[src/rtl/control_pkg.sv]
// Shared types and constants for the unidad_control sequencer: state encoding,
// opcode values, flag bit positions and the opcode -> control word table.
package control_pkg;

  typedef enum logic [2:0] {
    IDLE    = 3'd0,
    FETCH   = 3'd1,
    DECODE  = 3'd2,
    EXECUTE = 3'd3,
    HALT    = 3'd4
  } state_t;

  localparam logic [3:0] OP_JC   = 4'hC;
  localparam logic [3:0] OP_JZ   = 4'hD;
  localparam logic [3:0] OP_JMP  = 4'hE;
  localparam logic [3:0] OP_HALT = 4'hF;

  localparam int FLAG_Z = 0;
  localparam int FLAG_C = 1;
  localparam int FLAG_N = 2;
  localparam int FLAG_V = 3;

  // Control word layout: [15] reg write, [14] mem write, [13] mem read,
  // [12] output enable, [11:8] ALU op, [7:0] one-hot operand source select.
  // Flow-control opcodes never reach EXECUTE, so their entries are all zero.
  localparam logic [15:0] CW_TABLE [16] = '{
    16'h8001, 16'h8102, 16'h8204, 16'h8308,
    16'h8410, 16'h8520, 16'h8640, 16'h8780,
    16'h4801, 16'h4902, 16'h2A04, 16'h1B08,
    16'h0000, 16'h0000, 16'h0000, 16'h0000
  };

  function automatic logic is_datapath(input logic [3:0] op);
    return op < OP_JC;
  endfunction

endpackage

[src/rtl/decodificador_instr.sv]
// Combinational opcode -> datapath control word lookup.
module decodificador_instr
  import control_pkg::*;
(
  input  logic [3:0]  opcode,
  output logic [15:0] control_word
);

  assign control_word = CW_TABLE[opcode];

endmodule

[src/rtl/unidad_control.sv]
// Multi-cycle control unit: FETCH/DECODE/EXECUTE sequencer with program
// counter, instruction register and flags latched from the last EXECUTE.
module unidad_control
  import control_pkg::*;
(
  input  logic        clk,
  input  logic        rst_n,
  input  logic        start,
  input  logic [7:0]  instr,
  input  logic [3:0]  flags,
  output logic [3:0]  pc_addr,
  output logic [15:0] control,
  output logic [3:0]  constant_out,
  output logic        busy,
  output logic        halted
);

  state_t      state, state_next;
  logic [3:0]  pc, pc_next;
  logic [7:0]  ir;
  logic [3:0]  flag_reg;
  logic [15:0] cw;
  logic [3:0]  opcode, operand, pc_inc;

  assign opcode  = ir[7:4];
  assign operand = ir[3:0];
  assign pc_inc  = pc + 4'd1;

  decodificador_instr u_decodificador_instr (
    .opcode       (opcode),
    .control_word (cw)
  );

  // NOTE: sequential state uses non-blocking assignments so every register
  // samples the pre-edge values regardless of statement order.
  always_ff @(posedge clk or negedge rst_n) begin
    if (!rst_n) begin
      state    <= IDLE;
      pc       <= 4'h0;
      ir       <= 8'h00;
      flag_reg <= 4'h0;
    end else begin
      state <= state_next;
      pc    <= pc_next;
      if (state == FETCH)   ir       <= instr;
      if (state == EXECUTE) flag_reg <= flags;
    end
  end

  // NOTE: next-state and next-pc get defaults before the case so no path
  // leaves them unassigned, which would otherwise infer latches.
  always_comb begin
    state_next = state;
    pc_next    = pc;
    unique case (state)
      IDLE:    if (start) state_next = FETCH;
      FETCH:   state_next = DECODE;
      DECODE: begin
        if (is_datapath(opcode)) begin
          pc_next    = pc_inc;
          state_next = EXECUTE;
        end else begin
          unique case (opcode)
            OP_JMP: begin
              pc_next    = operand;
              state_next = FETCH;
            end
            OP_JZ: begin
              pc_next    = flag_reg[FLAG_Z] ? operand : pc_inc;
              state_next = FETCH;
            end
            OP_JC: begin
              pc_next    = flag_reg[FLAG_C] ? operand : pc_inc;
              state_next = FETCH;
            end
            default: state_next = HALT;
          endcase
        end
      end
      EXECUTE: state_next = FETCH;
      HALT:    state_next = HALT;
      default: state_next = IDLE;
    endcase
  end

  // Outputs are decoded from registered state and ir only; reset clears
  // them at once because state drops to IDLE asynchronously.
  assign pc_addr      = pc;
  assign control      = (state == EXECUTE) ? cw : 16'h0000;
  assign constant_out = (state == EXECUTE) ? operand : 4'h0;
  assign busy         = (state == FETCH) || (state == DECODE) || (state == EXECUTE);
  assign halted       = (state == HALT);

endmodule

[config.mk]
export PLATFORM = sky130hd
export DESIGN_NAME = unidad_control
export DESIGN_NICKNAME = d
export VERILOG_FILES = /design/src/rtl/control_pkg.sv /design/src/rtl/decodificador_instr.sv /design/src/rtl/unidad_control.sv
export SDC_FILE = /design/constraint.sdc
export NUM_CORES = 1
export LEC_CHECK = 0
export CAP_MARGIN = 20
export CELL_PAD_IN_SITES_DETAIL_PLACEMENT = 1
export CELL_PAD_IN_SITES_GLOBAL_PLACEMENT = 1
export CORE_MARGIN = 2
export CORE_UTILIZATION = 31
export CTS_BUF_LIST = sky130_fd_sc_hd__clkbuf_4 sky130_fd_sc_hd__clkbuf_8 sky130_fd_sc_hd__clkbuf_16
export DETAILED_ROUTE_END_ITERATION = 10
export GPL_TIMING_DRIVEN = 1
export PLACE_DENSITY = 0.78
export REMOVE_ABC_BUFFERS = 1
export SLEW_MARGIN = 20
export SYNTH_ARGS = -nofsm -noshare
export SYNTH_HDL_FRONTEND = slang
export SYNTH_SLANG_ARGS = --single-unit
export TNS_END_PERCENT = 30
[constraint.sdc]
create_clock -name clk -period 1.5 [get_ports clk]
set_input_delay 0.15 -clock clk [delete_from_list [all_inputs] [get_ports clk]]
set_output_delay 0.15 -clock clk [all_outputs]
set_load 0.05 [all_outputs]
# After elaboration in Yosys (flattened, before gate mapping)
# Memory sizes are Yosys's and may differ from the RTL's.
# Cells that the tools add are included.
# word_totals
ff_bits	17
mem_bits_ro	256
in_bits	15
output_inout_bits	26
elab_cells	35
n_memories	1
# mem_list
memory	words	word_bits	rd	rd_ports_with_merged_regs	wr	line_no	text
(no name shown)	16	16	1	0	0	decodificador_instr.sv:9	assign control_word = CW_TABLE[opcode];
# classes
add_sub_neg	1
order_cmp	2
eq_ne	8
mux	12
bitwise_logic	1
reduce_logical	6
# op_table
op	n
$mux W16	3
$mux W4	4
$pmux W3 S5	1
$eq A4 B4 Y1 const B	3
$pmux W4 S3	1
$mux W3	3
$eq A3 B2 Y1 const B	2
$ge A5 B5 Y1 const B	1
$not A4 Y5	1
$add A4 B1 Y4 const B	1
$lt A4 B4 Y1 const B	1
$reduce_bool A4 Y1	1
$eq A3 B1 Y1 const B	1
$eq A3 B3 Y1 const B	1
$logic_not A3 Y1	1
$reduce_or A3 Y1	1
$logic_or A1 B1 Y1	2
$ne A2 B2 Y1 const B	1
$reduce_and A2 Y1	1

# Longest topological paths before layout
# depth
word_depth	5
depth_mapped	5

# Cells and area by module
# From an unflattened synthesis, not the netlist that was laid out.
# unflattened
hier_cells	109
hier_area_um2	1143.6
# by_module_without_submodules
module	n_inst	cells_per_inst	area_per_inst_um2
unidad_control	1	89	959.7
decodificador_instr	1	20	183.9

# Worst setup path before layout
# Ideal clock, no wire load.
# synth_timing
path_type	register to output
from	register state[2]
to	output port control[4]
t_arrival_ps	2593
t_required_ps	1350
setup_slack_ps	-1243
path_stages_with_launch	6
n_path_buf	1
cell_sequence	dfrtp_1 buf_4 nand3b_1 nor2_2 nand2_1 nor3_1
# synth_via
elab_chain_len	2
# synth_lines
item	line_no	text
start, declared	unidad_control.sv:18	state_t state, state_next;
start signal, assigned	unidad_control.sv:43	state <= state_next;
$eq A3 B2 Y1	unidad_control.sv:89	assign control = (state == EXECUTE) ? cw : 16'h0000;
$mux W16	unidad_control.sv:89	
end, declared	unidad_control.sv:12	output logic [15:0] control,
# Every way passes these cells.

# Worst setup path in the final report
# layout_timing
from	register state[2]
to	output port control[1]
# The elaborated chain is that of the path after synthesis.

==> impl_metrics.xml <==
<?xml version="1.0" encoding="UTF-8"?>
<metrics>
  <group name="worst_setup_path">
    <metric name="worstSetupPathType" unit="">register to output port</metric>
    <metric name="worst_setup_path_end_kind" unit="">output port</metric>
    <metric name="timing.critical_path.required" unit="ns">1.35</metric>
    <metric name="slowest_delay" unit="ns">0.40</metric>
    <metric name="worstPathArrival" unit="ns">1.73</metric>
    <metric name="crit_path_cell_trace" unit="">nand3b_1 -&gt; buf_4 -&gt; nor3_1 -&gt; buf_12</metric>
    <metric name="critical_path.slowest_cell" unit="">sky130_fd_sc_hd__dfrtp_1</metric>
    <metric name="crit_path_start_kind" unit="">register</metric>
    <metric name="critPathTopFamily" unit="">simple AND/OR/NAND/NOR gates</metric>
    <metric name="critical_path.n_buffers_inverters" unit="">2</metric>
    <metric name="timing.critical_path.fanout_max" unit="">5</metric>
  </group>
  <group name="yosys">
    <metric name="synth_top_cells_by_count" unit="">sky130_fd_sc_hd__dfrtp_1, sky130_fd_sc_hd__nor2_1, sky130_fd_sc_hd__nand2_1</metric>
    <metric name="synth.yosys.seq_area_share" unit="%">42.3</metric>
    <metric name="post_synth_main_area_contributors" unit="">sky130_fd_sc_hd__dfrtp_1, sky130_fd_sc_hd__mux2_2, sky130_fd_sc_hd__nor2_1</metric>
    <metric name="number_of_flops_mapped_to_enable_cells_by_yosys" unit="">0</metric>
    <metric name="yosys_register_bits" unit="">17</metric>
    <metric name="synth_area" unit="um2">1000</metric>
    <metric name="synth_async_sr_flop_share" unit="%">100</metric>
    <metric name="synth_top_area_cell" unit="">sky130_fd_sc_hd__dfrtp_1</metric>
    <metric name="yosysTopAreaCellShare" unit="%">42.3</metric>
    <metric name="synth.distinct_cells" unit="">33</metric>
    <metric name="postSynth.topFlopCell" unit="">sky130_fd_sc_hd__dfrtp_1</metric>
    <metric name="synth.most_common_cell" unit="">sky130_fd_sc_hd__dfrtp_1</metric>
    <metric name="post_synth_inst_count" unit="">102</metric>
    <metric name="synth_warnings" unit="">0</metric>
    <metric name="syn_avg_cell_area" unit="um2">9.85</metric>
  </group>
  <group name="power_and_ir_drop">
    <metric name="post-layout-total-power" unit="mW">4.38</metric>
    <metric name="sw_frac_of_total" unit="%">47.0</metric>
    <metric name="power.sequential.fraction" unit="%">22.6</metric>
    <metric name="power.net_switching" unit="mW">2.06</metric>
    <metric name="p_int" unit="mW">2.32</metric>
    <metric name="clk_pwr_share" unit="%">5.7</metric>
    <metric name="share_comb_of_total_power" unit="%">71.7</metric>
    <metric name="leakagePower" unit="nW">0.823</metric>
    <metric name="peak_supply_drop" unit="uV">1320</metric>
    <metric name="power.density_cell_area" unit="nW/um2">2320</metric>
  </group>
  <group name="timing">
    <metric name="clock.fmax" unit="MHz">532</metric>
    <metric name="finalSetupViolCount" unit="">20</metric>
    <metric name="timing.final.max_slew_violations" unit="">0</metric>
    <metric name="hold_ws" unit="ns">0.212</metric>
    <metric name="setup_slack" unit="ns">-0.379</metric>
    <metric name="final.period_utilization" unit="%">125</metric>
    <metric name="rsz0062_at_grt" unit="">true</metric>
    <metric name="final-hold-violation-count" unit="">0</metric>
    <metric name="worst_slew_pin_slew" unit="ns">0.348</metric>
    <metric name="min_period" unit="ns">1.88</metric>
    <metric name="final.setup_skew" unit="ns">0.00924</metric>
    <metric name="slew_headroom" unit="%">76.6</metric>
    <metric name="setup-tns-final" unit="ns">-5.27</metric>
  </group>
  <group name="clocking">
    <metric name="path_clk_slew" unit="ns">0.11</metric>
    <metric name="clk_root_buffer_cell" unit="">sky130_fd_sc_hd__clkbuf_4</metric>
    <metric name="cts.path.max_buffers" unit="">2</metric>
    <metric name="clkLatencyLatePin" unit="ns">0.29</metric>
    <metric name="cts_sinks" unit="">17</metric>
    <metric name="numCtsBuffers" unit="">3</metric>
    <metric name="cts_max_level" unit="">1</metric>
    <metric name="cts_tree" unit="">yes</metric>
  </group>
  <group name="detailed_routing">
    <metric name="drt-total-wl" unit="um">3290</metric>
    <metric name="detail_route.wl_per_cell" unit="um">16.4</metric>
    <metric name="remaining_drc_errors" unit="">0</metric>
    <metric name="detailroute.via_count" unit="">979</metric>
    <metric name="viasPerCell" unit="">4.90</metric>
    <metric name="drtIter0Drc" unit="">20</metric>
    <metric name="detailedRoute.firstPassIterationCount" unit="">4</metric>
    <metric name="detail-route-antenna-nets" unit="">0</metric>
  </group>
  <group name="flow_run">
    <metric name="max_cap_viols" unit="">0</metric>
  </group>
  <group name="global_route">
    <metric name="global_route_usage_sum" unit="%">20.7</metric>
    <metric name="grt_overflow_total" unit="">0</metric>
    <metric name="via_count_of_the_first_global_routing_pass" unit="">1094</metric>
    <metric name="grt_max_degree" unit="">18</metric>
    <metric name="grt_pass1_wl" unit="um">5540</metric>
    <metric name="initial_antenna_violation_count" unit="">0</metric>
  </group>
  <group name="placement">
    <metric name="dpl.hpwl" unit="um">2590</metric>
    <metric name="numPlacedInstances" unit="">195</metric>
    <metric name="gp_congestion" unit="">0.735</metric>
    <metric name="place.port_buffers" unit="">38</metric>
  </group>
  <group name="die">
    <metric name="initial_utilization" unit="%">32.6</metric>
    <metric name="boundaryPins" unit="">41</metric>
    <metric name="rows" unit="">20</metric>
    <metric name="die-width" unit="um">60.9</metric>
    <metric name="fp.dieArea" unit="um2">3710</metric>
    <metric name="coreArea" unit="um2">3080</metric>
    <metric name="fp.dieH" unit="um">60.9</metric>
  </group>
  <group name="finish">
    <metric name="largest_register" unit="">ir</metric>
    <metric name="finalNetCount" unit="">173</metric>
    <metric name="n_fill_cell" unit="">303</metric>
    <metric name="final-instance-count-excl-fill" unit="">200</metric>
    <metric name="multi_input_comb_area" unit="um2">586</metric>
    <metric name="fraction_of_final_layout_cells_with_drive_strength_greater_than_1" unit="%">53.8</metric>
    <metric name="regArea" unit="um2">428</metric>
    <metric name="area_delta_synth_final" unit="%">88.2</metric>
    <metric name="antenna_cells" unit="">0</metric>
    <metric name="number_of_flip_flops_under_the_largest_register_name" unit="">8</metric>
  </group>
  <group name="outcome">
    <metric name="violations" unit="">negative setup slack</metric>
    <metric name="run_status" unit="">finished, violations left</metric>
  </group>
  <group name="hold_path">
    <metric name="hold_path.class" unit="">input pin to async pin</metric>
  </group>
</metrics>
[path summary, 6_finish.rpt]
path                                from          end  cells past startpoint  slack (ns)
worst max register to register     ir[4]   pc_addr[2]                      4        0.05
worst max-delay path            state[2]   control[1]                      4       -0.38
worst min register to register  state[0]     state[2]                      1        0.52
min in group clk                flags[0]  flag_reg[0]                      3        0.40
worst min-delay path               rst_n        ir[7]                      2        0.21
max in group asynchronous          rst_n     state[0]                      2        1.07
[stage by stage]
| step | worst slack, ns | util [%] | instance area (um2) |
|---|---|---|---|
| floorplan | -1.27 | - | 962 |
| global placement | 0.0169 | 57.8 | 1780 |
| detailed placement | -0.106 | 57.8 | 1780 |
| CTS | -0.356 | 60.9 | 1880 |
| global route | -0.493 | 61.4 | 1890 |
| finish | -0.379 | 61.4 | 1890 |
[per-layer routing]
metal,GRT usage [%],share of wire (%),vias to the layer above
li1,-,-,462
met1,25.8,42,492
met2,37.2,54,21
met3,4.69,2.9,4
met4,3.42,0.52,0
met5,0,0,-
[layout by cell type (no fill, tap or decap), types with 4 or more instances in the layout]
master,instances
sky130_fd_sc_hd__mux2_2,7
sky130_fd_sc_hd__nand2_1,10
sky130_fd_sc_hd__and2_4,4
sky130_fd_sc_hd__nor2_1,9
sky130_fd_sc_hd__nor2_2,5
sky130_fd_sc_hd__buf_12,26
sky130_fd_sc_hd__mux2i_1,5
sky130_fd_sc_hd__buf_4,15
sky130_fd_sc_hd__dfrtp_1,15
sky130_fd_sc_hd__clkdlybuf4s50_1,12
[power groups by stage]
stage / clock, mW / combinational, mW / sequential, mW
final: 0.248 / 3.14 / 0.991
after global routing: 0.278 / 3.32 / 1.03
after CTS: 0.252 / 3.14 / 0.986
after detailed placement: 0 / 2.96 / 0.981
after global placement: 0 / 2.85 / 0.947
after floorplan: 0 / 1.35 / 1.12
[cells by family (layout without fill, tap and decap cells)]
group	count (synthesis)	count (layout)	share of synthesized area, %
buffers and inverters	10	64	6.10
AO/OA/AOI/OAI	12	12	9.09
adder cells (fa/ha/maj)	1	1	1.25
multiplexers	13	13	14.3
flip-flops	17	17	42.3
AND/OR/NAND/NOR	49	49	26.9
[area by class of cell]
| type | instances | share of cell area (%) |
|---|---|---|
| Clock buffer | 3 | 1.19 |
| Tap cell | 44 | 2.91 |
| Sequential cell | 17 | 22.6 |
| Inverter | 5 | 0.993 |
| Clock inverter | 1 | 0.265 |
| Multi-Input combinational cell | 75 | 31.0 |
| Timing Repair Buffer | 55 | 41.0 |
[repair_timing]
item	CTS	global route
endpoints found under the setup margin	21	24
hold buffers	0	0
setup buffers	1	0
resized for setup	19	6
pin swaps	6	2
Power figures use the tool's default switching activity.
